## config.mk

```make
export PLATFORM = sky130hd
export DESIGN_NAME = word_packer_flat
export DESIGN_NICKNAME = d
export VERILOG_FILES = /design/src/rtl/word_packer_if.sv /design/src/rtl/word_packer.sv /design/src/flat_wrapper.sv
export SDC_FILE = /design/constraint.sdc
export NUM_CORES = 1
export LEC_CHECK = 0
export CAP_MARGIN = 20
export CORE_ASPECT_RATIO = 1.75
export CORE_MARGIN = 8
export CORE_UTILIZATION = 40
export CTS_CLUSTER_DIAMETER = 40
export DETAILED_ROUTE_END_ITERATION = 7
export GPL_ROUTABILITY_DRIVEN = 0
export GPL_TIMING_DRIVEN = 0
export HOLD_SLACK_MARGIN = 0.08
export PLACE_DENSITY = 0.64
export RECOVER_POWER = 50
export SLEW_MARGIN = 20
export SYNTH_ARGS = -nofsm -noshare
export SYNTH_HDL_FRONTEND = slang
export SYNTH_SLANG_ARGS = --single-unit
```

## constraint.sdc

```tcl
create_clock -name clk -period 1.8 [get_ports clk]
set_input_delay 0.36 -clock clk [delete_from_list [all_inputs] [get_ports clk]]
set_output_delay 0.36 -clock clk [all_outputs]
set_load 0.1 [all_outputs]
```

## src/rtl/word_packer_if.sv

```systemverilog
// rtl/word_packer_if.sv - byte-in / word-out handshake bundle for word_packer (out_bytes under WORD_PACKER_BYTECNT_EN)
interface word_packer_if #(
  parameter int BUS_WIDTH  = 32,
  parameter int BYTE_WIDTH = 8
);
  localparam int NBYTES = BUS_WIDTH / BYTE_WIDTH;
  localparam int BCW    = $clog2(NBYTES + 1);

  // Symbol input side
  logic                  in_valid;
  logic [BYTE_WIDTH-1:0] in_data;
  logic                  in_last;
  logic                  in_ready;

  // Word output side
  logic                  out_valid;
  logic [BUS_WIDTH-1:0]  out_data;
  logic                  out_last;
  logic                  out_ready;
`ifdef WORD_PACKER_BYTECNT_EN
  logic [BCW-1:0]        out_bytes;
`endif

`ifdef WORD_PACKER_BYTECNT_EN
  // Environment side: produces symbols, consumes words
  modport master (
    output in_valid, in_data, in_last, out_ready,
    input  in_ready, out_valid, out_data, out_last, out_bytes
  );

  // Packer side
  modport slave (
    input  in_valid, in_data, in_last, out_ready,
    output in_ready, out_valid, out_data, out_last, out_bytes
  );
`else
  // Environment side: produces symbols, consumes words
  modport master (
    output in_valid, in_data, in_last, out_ready,
    input  in_ready, out_valid, out_data, out_last
  );

  // Packer side
  modport slave (
    input  in_valid, in_data, in_last, out_ready,
    output in_ready, out_valid, out_data, out_last
  );
`endif

endinterface

```

## src/rtl/word_packer.sv

```systemverilog
// rtl/word_packer.sv - little-endian byte-to-word packer with last-flush; optional out_bytes via WORD_PACKER_BYTECNT_EN
module word_packer #(
  parameter int BUS_WIDTH  = 32,
  parameter int BYTE_WIDTH = 8
) (
  input  logic        clk,
  input  logic        rst,
  word_packer_if.slave bus
);

  localparam int NBYTES = BUS_WIDTH / BYTE_WIDTH;
  localparam int CW     = $clog2(NBYTES);
  localparam int BCW    = $clog2(NBYTES + 1);

  localparam logic [CW-1:0] LAST_SLOT = CW'(NBYTES - 1);

  // FILL gathers symbols, HOLD presents the closed word until it is taken.
  typedef enum logic {
    FILL = 1'b0,
    HOLD = 1'b1
  } state_t;

  state_t               state_q, state_d;
  logic [CW-1:0]        cnt_q, cnt_d;
  logic [BUS_WIDTH-1:0] acc_q, acc_d;
  logic [BUS_WIDTH-1:0] data_q, data_d;
  logic                 last_q, last_d;
`ifdef WORD_PACKER_BYTECNT_EN
  logic [BCW-1:0]       bytes_q, bytes_d;
`endif

  logic [BUS_WIDTH-1:0] acc_wr;
  logic                 in_ready_c;
  logic                 out_valid_c;

  // Accumulator with the incoming symbol dropped into slot cnt. Slots above
  // cnt are always zero because the accumulator is cleared on every close,
  // which gives the zero padding of a flushed partial word for free.
  always_comb begin
    acc_wr = acc_q;
    for (int k = 0; k < NBYTES; k++) begin
      if (cnt_q == CW'(k)) begin
        acc_wr[k*BYTE_WIDTH +: BYTE_WIDTH] = bus.in_data;
      end
    end
  end

  // Next-state and handshake outputs. HOLD never asserts in_ready, not even
  // in the consume cycle, so every word costs one dead input cycle.
  always_comb begin
    state_d     = state_q;
    cnt_d       = cnt_q;
    acc_d       = acc_q;
    data_d      = data_q;
    last_d      = last_q;
`ifdef WORD_PACKER_BYTECNT_EN
    bytes_d     = bytes_q;
`endif
    in_ready_c  = 1'b0;
    out_valid_c = 1'b0;

    case (state_q)
      FILL: begin
        in_ready_c = 1'b1;
        if (bus.in_valid) begin
          if ((cnt_q == LAST_SLOT) || bus.in_last) begin
            data_d  = acc_wr;
            last_d  = bus.in_last;
`ifdef WORD_PACKER_BYTECNT_EN
            bytes_d = BCW'(cnt_q) + BCW'(1);
`endif
            cnt_d   = '0;
            acc_d   = '0;
            state_d = HOLD;
          end else begin
            acc_d   = acc_wr;
            cnt_d   = cnt_q + CW'(1);
          end
        end
      end

      HOLD: begin
        out_valid_c = 1'b1;
        if (bus.out_ready) begin
          state_d = FILL;
        end
      end

      default: begin
        state_d = FILL;
      end
    endcase
  end

  // State and datapath registers; reset throws away any partial or pending word.
  always_ff @(posedge clk or negedge rst) begin
    if (!rst) begin
      state_q <= FILL;
      cnt_q   <= '0;
      acc_q   <= '0;
      data_q  <= '0;
      last_q  <= 1'b0;
`ifdef WORD_PACKER_BYTECNT_EN
      bytes_q <= '0;
`endif
    end else begin
      state_q <= state_d;
      cnt_q   <= cnt_d;
      acc_q   <= acc_d;
      data_q  <= data_d;
      last_q  <= last_d;
`ifdef WORD_PACKER_BYTECNT_EN
      bytes_q <= bytes_d;
`endif
    end
  end

  assign bus.in_ready  = in_ready_c;
  assign bus.out_valid = out_valid_c;
  assign bus.out_data  = data_q;
  assign bus.out_last  = last_q;
`ifdef WORD_PACKER_BYTECNT_EN
  assign bus.out_bytes = bytes_q;
`endif

endmodule

```

## src/flat_wrapper.sv

```systemverilog
// flat-port wrapper written by rule: the top's interface ports become plain ports
module word_packer_flat 
#(
  parameter int BUS_WIDTH  = 32,
  parameter int BYTE_WIDTH = 8
)
  (clk, rst, bus_in_valid, bus_in_data, bus_in_last, bus_out_ready, bus_in_ready, bus_out_valid, bus_out_data, bus_out_last);
  word_packer_if #(.BUS_WIDTH(BUS_WIDTH), .BYTE_WIDTH(BYTE_WIDTH)) bus_i ();
  input  logic clk;
  input  logic rst;
  input wire logic [$bits(bus_i.in_valid)-1:0] bus_in_valid;
  input wire logic [$bits(bus_i.in_data)-1:0] bus_in_data;
  input wire logic [$bits(bus_i.in_last)-1:0] bus_in_last;
  input wire logic [$bits(bus_i.out_ready)-1:0] bus_out_ready;
  output wire logic [$bits(bus_i.in_ready)-1:0] bus_in_ready;
  output wire logic [$bits(bus_i.out_valid)-1:0] bus_out_valid;
  output wire logic [$bits(bus_i.out_data)-1:0] bus_out_data;
  output wire logic [$bits(bus_i.out_last)-1:0] bus_out_last;
  assign bus_i.in_valid = bus_in_valid;
  assign bus_i.in_data = bus_in_data;
  assign bus_i.in_last = bus_in_last;
  assign bus_i.out_ready = bus_out_ready;
  assign bus_in_ready = bus_i.in_ready;
  assign bus_out_valid = bus_i.out_valid;
  assign bus_out_data = bus_i.out_data;
  assign bus_out_last = bus_i.out_last;
  word_packer #(.BUS_WIDTH(BUS_WIDTH), .BYTE_WIDTH(BYTE_WIDTH)) u_core (.clk(clk), .rst(rst), .bus(bus_i));
endmodule
```

==> flow_summary.yaml, run 1 <==
pwr:
  p_leak_uw: 0.00171
  power_uw: 7920
  vdd_ir_drop_max_uv: 1330
  power_density_mw_per_mm2: 2010
sta:
  layout_setup_ws_ns: 0.0408
  slew_viol_final: 0
  hold_viol_final: 0
  finClkSkew_ns: 0.00469
  setup_viol: 0
  fmax_mhz: 568
  rsz0062_at_grt: "false"
  period_share_pct: 97.7
  tightest_slew_ns: 0.858
  fin_tns_setup_ns: 0
  finalCriticalPeriod_ns: 1.76
  relSlewSlack_pct: 42.8
routing:
  drtPass1Iterations: 4
  drtIter0Drc: 143
  wirelength_um: 7940
  avgRoutedWirePerCell_um: 18.2
  via_per_inst: 5.45
  via_count: 2380
  drc: 0
  ant_nets: 0
worst_setup_path:
  ff2ff_path_depth: 7
  worstPathRequired_ns: 1.44
  r2r_end: "u_core.bus.out_data[10]"
  worstSetupEndpointType: "output pin"
  critical_path_arrival_ns: 1.40
  timing.rr.start: "u_core.cnt_q[0]"
  cp-endpoint: "bus_in_ready"
  reg2reg_slack_ns: 0.10
  crit_start: "u_core.state_q"
  crit_path_max_fanout: 4
  path_class: "flop to output pin"
  critPathLaunchType: "flop"
yosys:
  synth-xor-area-share_pct: 0
  synth_cell_types: 27
  yosys-top-cells-count: "o21ai_0, dfrtp_1, mux2i_1"
  synth.most_common_cell: "o21ai_0"
  synth_compound_area_share_pct: 23.3
  ys_warn_count: 0
  synth_area_leaders: "dfrtp_1, o21ai_0, mux2i_1, a31oi_1, nor2b_1"
  yosys.area.top_type: "dfrtp_1"
  synthArstFlopShare_pct: 100
  synth_ff_type: "dfrtp_1"
  synth_top_area_share_pct: 56.5
  muxShareOfSynthArea_pct: 5.65
  synth_edf_count: 0
  yosysSeqAreaShare_pct: 56.5
  synth_area_mm2: 0.00301
  yosys_register_bits: 68
  yosys.area_share.adder_pct: 1.66
  syn_inst: 285
  synth_top_family_by_area: "compound AO/OA/AOI/OAI gates"
  synth_simple_gate_area_share_pct: 8.31
  synth_fp_nets: 302
  avgSynthCellArea_um2: 10.6
finish:
  area_growth_pct: 30.9
  antenna_cells: 0
  final_nets: 362
  drive_gt1_share_pct: 23.5
clock_tree:
  cts_inserted_buffers: 9
  htree_levels: 3
  clkTransAtPathRegs_ns: 0.05
  cts-root-buf: "clkbuf_16"
  cts.sinks: 68
  cts_tree: "built"
  insertion_delay_ns: 0.33
  clk_path_buf_depth: 2
floorplan:
  dieArea_mm2: 0.0107
  ios: 48
  rows: 42
  start_util_pct: 40.6
  dieHeight_um: 131
  die_w_um: 81.6
  core_mm2: 0.00741
min_path:
  hp-class: "flop to flop"
grt:
  grt_pass1_vias: 2535
  antenna_found_initial: 0
  overflow: 0
  grt_pass1_wl_um: 12900
  grt.total_usage_pct: 16.3
  grt_max_degree: 36
outcome:
  status: "completed"
place:
  io_buffers: 47
  place_ws_ns: -0.196
  dpl.hpwl_um: 5680
flow_run:
  cap_violations: 0
==> through the flow <==
| step | util, % | cell area (µm²) | cells | hold WS, ns |
|---|---|---|---|---|
| after detailed placement | 48.8 | 3610 | 421 | 0.342 |
| after global routing | 53.2 | 3940 | 437 | 0.493 |
| after floorplan | - | 3020 | 285 | 0.0644 |
| after CTS | 53.2 | 3940 | 437 | 0.476 |
| final | 53.2 | 3940 | 437 | 0.471 |
| after global placement | 48.5 | 3600 | 420 | 0.455 |
==> registers in the layout (all words and copies together) (netlist names) <==
name                 flops
u_core.bus.out_last      1
u_core.state_q           1
u_core.acc_q            32
u_core.cnt_q             2
u_core.bus.out_data     32
==> routing by layer <==
metal  up-vias  global-route usage (%)  wire length (µm)
li1       1133                       -                 -
met1      1180                    18.0              3110
met3        17                    3.08               337
met5         -                       0                 0
met4         0                    8.11               207
met2        50                    28.7              4280
==> area by class of cell <==
class                   instances  area (µm²)
flip-flops and latches         68        1700
repair buffers                 49         531
inverters                       3        15.0
plain buffers                  23         135
well taps                      88         110
fillers                       657        3470
clock buffers                  13         260
multi-input cells             191        1180
clock inverters                 2        10.0
==> worst min path at each step <==
stage,from,end,slack (ns),cells after the start
after floorplan,rst,u_core.acc_q[0],0.06,0
after global placement,u_core.acc_q[18],u_core.acc_q[18],0.46,2
after detailed placement,rst,u_core.acc_q[21],0.34,1
after CTS,u_core.acc_q[20],u_core.acc_q[20],0.48,2
after global routing,u_core.acc_q[26],u_core.acc_q[26],0.49,1
final,u_core.acc_q[20],u_core.acc_q[20],0.47,2
==> placed cells by master, fill, tap and decap left out, drive strengths merged, types with 2 or more instances in the layout <==
cell / instances
nand2: 16
clkdlybuf4s50: 11
a21oi: 15
clkdlybuf4s15: 35
o21ai: 83
nor2: 2
clkinv: 2
nor2b: 15
dfrtp: 68
a22o: 9
buf: 12
a31oi: 15
clkbuf: 26
and2: 8
inv: 2
a32o: 2
mux2i: 17
ha: 4
==> critical path: stages (launching register included) <==
cell and delay [ns]:
dfrtp_2 0.44, clkinvlp_4 0.08, clkdlybuf4s15_2 0.54
==> cell families after synthesis <==
kind of cell	count (synthesis)
AO/OA/AOI/OAI	124
adder cells (fa/ha/maj)	4
flip-flops	68
multiplexers	17
AND/OR/NAND/NOR	46
buffers and inverters	26
==> timing repair <==
action | 4_1_cts | 5_1_grt
buffers inserted | 0 | 0
setup endpoints to repair | 61 | 23
hold buffers | 1 | 0
hold endpoints to repair | 34 | 0
resized for setup | 107 | 9
==> power by group <==
group	total [µW]	internal [µW]	leakage (µW)	switching [µW]
Combinational	4030	977	0.000687	3060
Clock	1590	994	0.000135	600
Sequential	2290	2040	0.000891	254
Total	7920	4010	0.00171	3910
Note: power is estimated with default switching activity, not from simulation.
==> run 2: changes to the inputs <==
--- a/config.mk
+++ b/config.mk
@@ -6,7 +6,6 @@
 export NUM_CORES = 1
 export LEC_CHECK = 0
 export CAP_MARGIN = 20
-export CORE_ASPECT_RATIO = 1.75
 export CORE_MARGIN = 8
 export CORE_UTILIZATION = 40
 export CTS_CLUSTER_DIAMETER = 40
==> constraint.sdc (replaced) <==
create_clock -name clk -period 2.25 [get_ports clk]
set_input_delay 0.45 -clock clk [delete_from_list [all_inputs] [get_ports clk]]
set_output_delay 0.45 -clock clk [all_outputs]
set_load 0.1 [all_outputs]
==> flow_summary.yaml, run 2 (same netlist as run 1, synthesis figures left out) <==
routing:
  drtPass1Iterations: 4
  wl_met1_um: 3600
  avgRoutedWirePerCell_um: 17.5
  wl_met2_um: 3590
  via_count: 2394
  ant_nets: 0
  via_per_inst: 5.33
  wirelength_um: 7870
  drc: 0
  drtIter0Drc: 125
  wl_met3_um: 503
  top_layer_used: "met4"
pwr:
  swShare_pct: 52.4
  clockPowerShare_pct: 16.1
  internal-power_uw: 2810
  power_uw: 5890
  seq_power_share_pct: 30.9
  vdd_ir_drop_max_uv: 1140
  power_switching_uw: 3090
  comb_power_share_pct: 53.0
  p_leak_uw: 0.00175
  power_density_mw_per_mm2: 1570
min_path:
  whs_path_depth: 2
  hold_end: "u_core.acc_q[22]"
  hp-class: "flop to flop"
  hp-start: "u_core.acc_q[22]"
grt:
  grt_pass1_wl_um: 13000
  grt_pass1_vias: 2432
  grt_max_degree: 40
  grt.total_usage_pct: 16.5
  antenna_found_initial: 0
  overflow: 0
worst_setup_path:
  ff2ff_path_depth: 7
  crit_path_max_fanout: 4
  timing.rr.start: "u_core.cnt_q[1]"
  path_class: "flop to output pin"
  crit_start: "u_core.state_q"
  r2r_end: "u_core.acc_q[26]"
  worstSetupEndpointType: "output pin"
  reg2reg_slack_ns: 0.24
  worstPathRequired_ns: 1.80
  critPathLaunchType: "flop"
  critical_path_arrival_ns: 1.70
clock_tree:
  cts_inserted_buffers: 9
  cts_tree: "built"
  insertion_delay_ns: 0.34
  clk_path_buf_depth: 2
  cts-root-buf: "clkbuf_8"
  post_cts_buffers: 0
  clkTransAtPathRegs_ns: 0.07
  cts.sinks: 68
  htree_levels: 3
finish:
  final_nets: 362
  finalNonFillerCells: 449
  layout_common_cells: "o21ai_0, dfrtp_1, dlygate4sd2_1"
  layout.cells.most_common: "o21ai_0"
  stdcell_area_mm2: 0.00375
  antenna_cells: 0
  area_growth_pct: 24.4
  drive_gt1_share_pct: 11.4
floorplan:
  dieArea_mm2: 0.0106
  die_w_um: 103
  start_util_pct: 41.3
  ios: 48
  rows: 31
  core_mm2: 0.00729
  dieHeight_um: 103
sta:
  fmax_mhz: 465
  slew_viol_final: 0
  period_share_pct: 95.7
  finClkSkew_ns: 0.00841
  relSlewSlack_pct: 35.5
  rsz0062_at_grt: "false"
  layout_setup_ws_ns: 0.0974
  setup_viol: 0
  tightest_slew_ns: 0.971
  hold_viol_final: 0
  finalCriticalPeriod_ns: 2.15
  hold_ws_ns: 0.479
place:
  io_buffers: 47
  dpl.cell_count: 432
  place_ws_ns: 0.164
  dpl_cell_area_mm2: 0.00362
  dpl.hpwl_um: 5450
flow_run:
  cap_violations: 0
outcome:
  status: "completed"
-- run 2: cell types whose count changed in the layout (fill, tap and decap cells not counted), sizes merged --
cell           delta
clkbuf            +2
buf               -4
inv               +1
clkdlybuf4s15    -35
bufinv            +1
clkinv            +1
dlygate4sd2      +35
-- run 2: how the worst max path moves through the flow --
stage                               to  depth (start not counted)
2_1_floorplan             bus_in_ready                          1
3_3_place_gp   u_core.bus.out_data[22]                          1
5_1_grt                   bus_in_ready                          2
3_5_place_dp              bus_in_ready                          2
4_1_cts                   bus_in_ready                          2
6_report                  bus_in_ready                          2
-- run 2: per-layer routing --
metal	track usage, %	up-vias
li1	-	1136
met1	21.5	1186
met2	25.1	60
met3	5.00	12
met4	6.67	0
met5	0	-
-- run 2: cell type report --
| cell class | count | area (µm²) |
|---|---|---|
| inverters | 3 | 11.3 |
| clock buffers | 11 | 131 |
| clock inverters | 5 | 52.6 |
| flip-flops and latches | 68 | 1700 |
| multi-input cells | 191 | 1170 |
| well taps | 99 | 124 |
| repair buffers | 49 | 439 |
| plain buffers | 23 | 114 |
| fillers | 727 | 3540 |
-- run 2: power by group through the flow --
stage / combinational, µW / sequential [µW] / clock [µW]
after global placement: 3270 / 1840 / 0
after detailed placement: 3310 / 1850 / 0
after global routing: 3330 / 1880 / 1030
final: 3120 / 1820 / 949
after CTS: 3150 / 1820 / 984
after floorplan: 867 / 3470 / 0
-- run 2: what timing repair did --
action / CTS / global route
hold buffers: 1 / 0
resized for setup: 35 / 0
hold endpoints to repair: 29 / 0
setup endpoints to repair: 35 / 0
-- run 2: critical path, cell delays in order (launching register included) --
cell	delay [ns]
dfrtp_1	0.42
inv_1	0.08
dlygate4sd2_1	0.86
-- run 2: stage by stage --
stage          util [%]  setup TNS, ns
2_1_floorplan         -              0
3_3_place_gp       49.5        -109.87
3_5_place_dp       49.7              0
4_1_cts            51.8              0
5_1_grt            51.4              0
6_report           51.4              0
==> run 3: changes to the inputs <==
--- a/config.mk
+++ b/config.mk
@@ -7,13 +7,14 @@
 export LEC_CHECK = 0
 export CAP_MARGIN = 20
 export CORE_MARGIN = 8
-export CORE_UTILIZATION = 40
+export CORE_UTILIZATION = 43
+export CTS_BUF_LIST = sky130_fd_sc_hd__clkbuf_4 sky130_fd_sc_hd__clkbuf_8 sky130_fd_sc_hd__clkbuf_16
 export CTS_CLUSTER_DIAMETER = 40
 export DETAILED_ROUTE_END_ITERATION = 7
 export GPL_ROUTABILITY_DRIVEN = 0
 export GPL_TIMING_DRIVEN = 0
 export HOLD_SLACK_MARGIN = 0.08
-export PLACE_DENSITY = 0.64
+export PLACE_DENSITY = 0.68
 export RECOVER_POWER = 50
 export SLEW_MARGIN = 20
 export SYNTH_ARGS = -nofsm -noshare
==> flow_summary.yaml, run 3 (same netlist as run 1, synthesis figures left out) <==
outcome:
  status: "completed"
place:
  place_ws_ns: 0.160
  dpl.hpwl_um: 5270
  io_buffers: 47
  dpl_cell_area_mm2: 0.00363
floorplan:
  start_util_pct: 44.3
  rows: 30
  dieHeight_um: 99.7
  core_mm2: 0.00679
  ios: 48
  dieArea_mm2: 0.00994
  die_w_um: 99.7
sta:
  relSlewSlack_pct: 27.2
  period_share_pct: 93.1
  setup_viol: 0
  finClkSkew_ns: 0.00509
  layout_setup_ws_ns: 0.156
  finalCriticalPeriod_ns: 2.09
  hold_viol_final: 0
  tightest_slew_ns: 1.09
  rsz0062_at_grt: "false"
  slew_viol_final: 0
  fmax_mhz: 478
grt:
  grt_pass1_vias: 2423
  grt_max_degree: 52
  grt.total_usage_pct: 16.3
  overflow: 0
  antenna_found_initial: 0
  grt_pass1_wl_um: 12600
worst_setup_path:
  worstPathRequired_ns: 1.80
  path_class: "flop to output pin"
  timing.rr.start: "u_core.cnt_q[0]"
  crit_start: "u_core.state_q"
  r2r_end: "u_core.bus.out_data[9]"
  critPathLaunchType: "flop"
  worstSetupEndpointType: "output pin"
  reg2reg_slack_ns: 0.22
  ff2ff_path_depth: 7
  crit_path_max_fanout: 4
  critical_path_arrival_ns: 1.64
routing:
  ant_nets: 0
  drtIter0Drc: 101
  drtPass1Iterations: 4
  via_per_inst: 5.37
  top_layer_used: "met4"
  wl_met1_um: 3910
  drc: 0
  avgRoutedWirePerCell_um: 17.7
  wl_met2_um: 3440
  wirelength_um: 7790
  via_count: 2366
  wl_met3_um: 263
pwr:
  vdd_ir_drop_max_uv: 764
  power_density_mw_per_mm2: 1550
  p_leak_uw: 0.00174
  power_uw: 5780
min_path:
  hp-class: "flop to flop"
  hold_end: "u_core.acc_q[11]"
  hp-start: "u_core.acc_q[11]"
  whs_path_depth: 2
clock_tree:
  cts_inserted_buffers: 9
  clkTransAtPathRegs_ns: 0.06
  cts-root-buf: "clkbuf_8"
  insertion_delay_ns: 0.34
  clk_path_buf_depth: 2
  cts_tree: "built"
  cts.sinks: 68
  htree_levels: 3
finish:
  final_nets: 362
  finish.utilization_pct: 54.9
  area_growth_pct: 23.8
  stdcell_area_mm2: 0.00373
  layout.cells.most_common: "o21ai_0"
  drive_gt1_share_pct: 9.86
  antenna_cells: 0
  layout_common_cells: "o21ai_0, dfrtp_1, dlygate4sd2_1"
flow_run:
  cap_violations: 0
## run 3: cell types whose count changed in the layout (fill, tap and decap cells not counted)
cell / before / now
and2_1: 4 / 3
nand2_4: 1 / 0
clkbuf_8: 9 / 11
or2_0: 0 / 1
clkinvlp_4: 1 / 0
and2_0: 4 / 5
buf_16: 0 / 1
clkbuf_4: 1 / 0
bufinv_16: 1 / 0
nand2_1: 15 / 16
clkinv_2: 3 / 0
clkbuf_2: 8 / 5
or2_1: 1 / 0
buf_6: 1 / 2
## run 3: power breakdown
| part | switching (µW) | internal (µW) | total (µW) |
|---|---|---|---|
| logic | 2440 | 676 | 3120 |
| clock network | 416 | 430 | 846 |
| registers | 187 | 1630 | 1810 |
| total | 3050 | 2730 | 5780 |
## run 3: cell type report
class | count | area, µm²
Buffer | 23 | 119
Fill cell | 616 | 3070
Tap cell | 96 | 120
Inverter | 3 | 11.3
Clock buffer | 11 | 151
Timing Repair Buffer | 49 | 458
Sequential cell | 68 | 1700
Multi-Input combinational cell | 191 | 1170
## run 3: critical path, stage by stage, from the launching register on
cell,delay [ns]
dfrtp_1,0.39
inv_1,0.07
dlygate4sd2_1,0.85
## run 3: worst max path at each step
stage          slack, ns  cells past startpoint                 endpoint
4_1_cts             0.13                      2             bus_in_ready
3_3_place_gp       -1.60                      1         u_core.acc_q[28]
2_1_floorplan       0.21                      1             bus_in_ready
3_5_place_dp        0.16                      5  u_core.bus.out_data[21]
5_1_grt             0.08                      7   u_core.bus.out_data[9]
6_report            0.16                      2             bus_in_ready
## run 3: metal layers
layer  track usage (%)  up-vias
li1                  -     1140
met1              21.5     1169
met2              24.2       45
met3              4.05       12
met4              8.27        0
met5                 0        -
## run 3: per-stage QoR
| stage | TNS [ns] | instances | hold slack, ns |
|---|---|---|---|
| after floorplan | 0 | 285 | 0.154 |
| after global placement | -108.57 | 428 | 0.455 |
| after detailed placement | 0 | 429 | 0.347 |
| after CTS | 0 | 441 | 0.478 |
| after global routing | 0 | 441 | 0.503 |
| final | 0 | 441 | 0.477 |
## run 3: repair_timing
action | in CTS | in global routing
gates resized for setup | 35 | 0
hold buffers | 1 | 0
setup buffers | 0 | 0
endpoints found under the setup margin | 35 | 0
endpoints found under the hold margin | 17 | 0
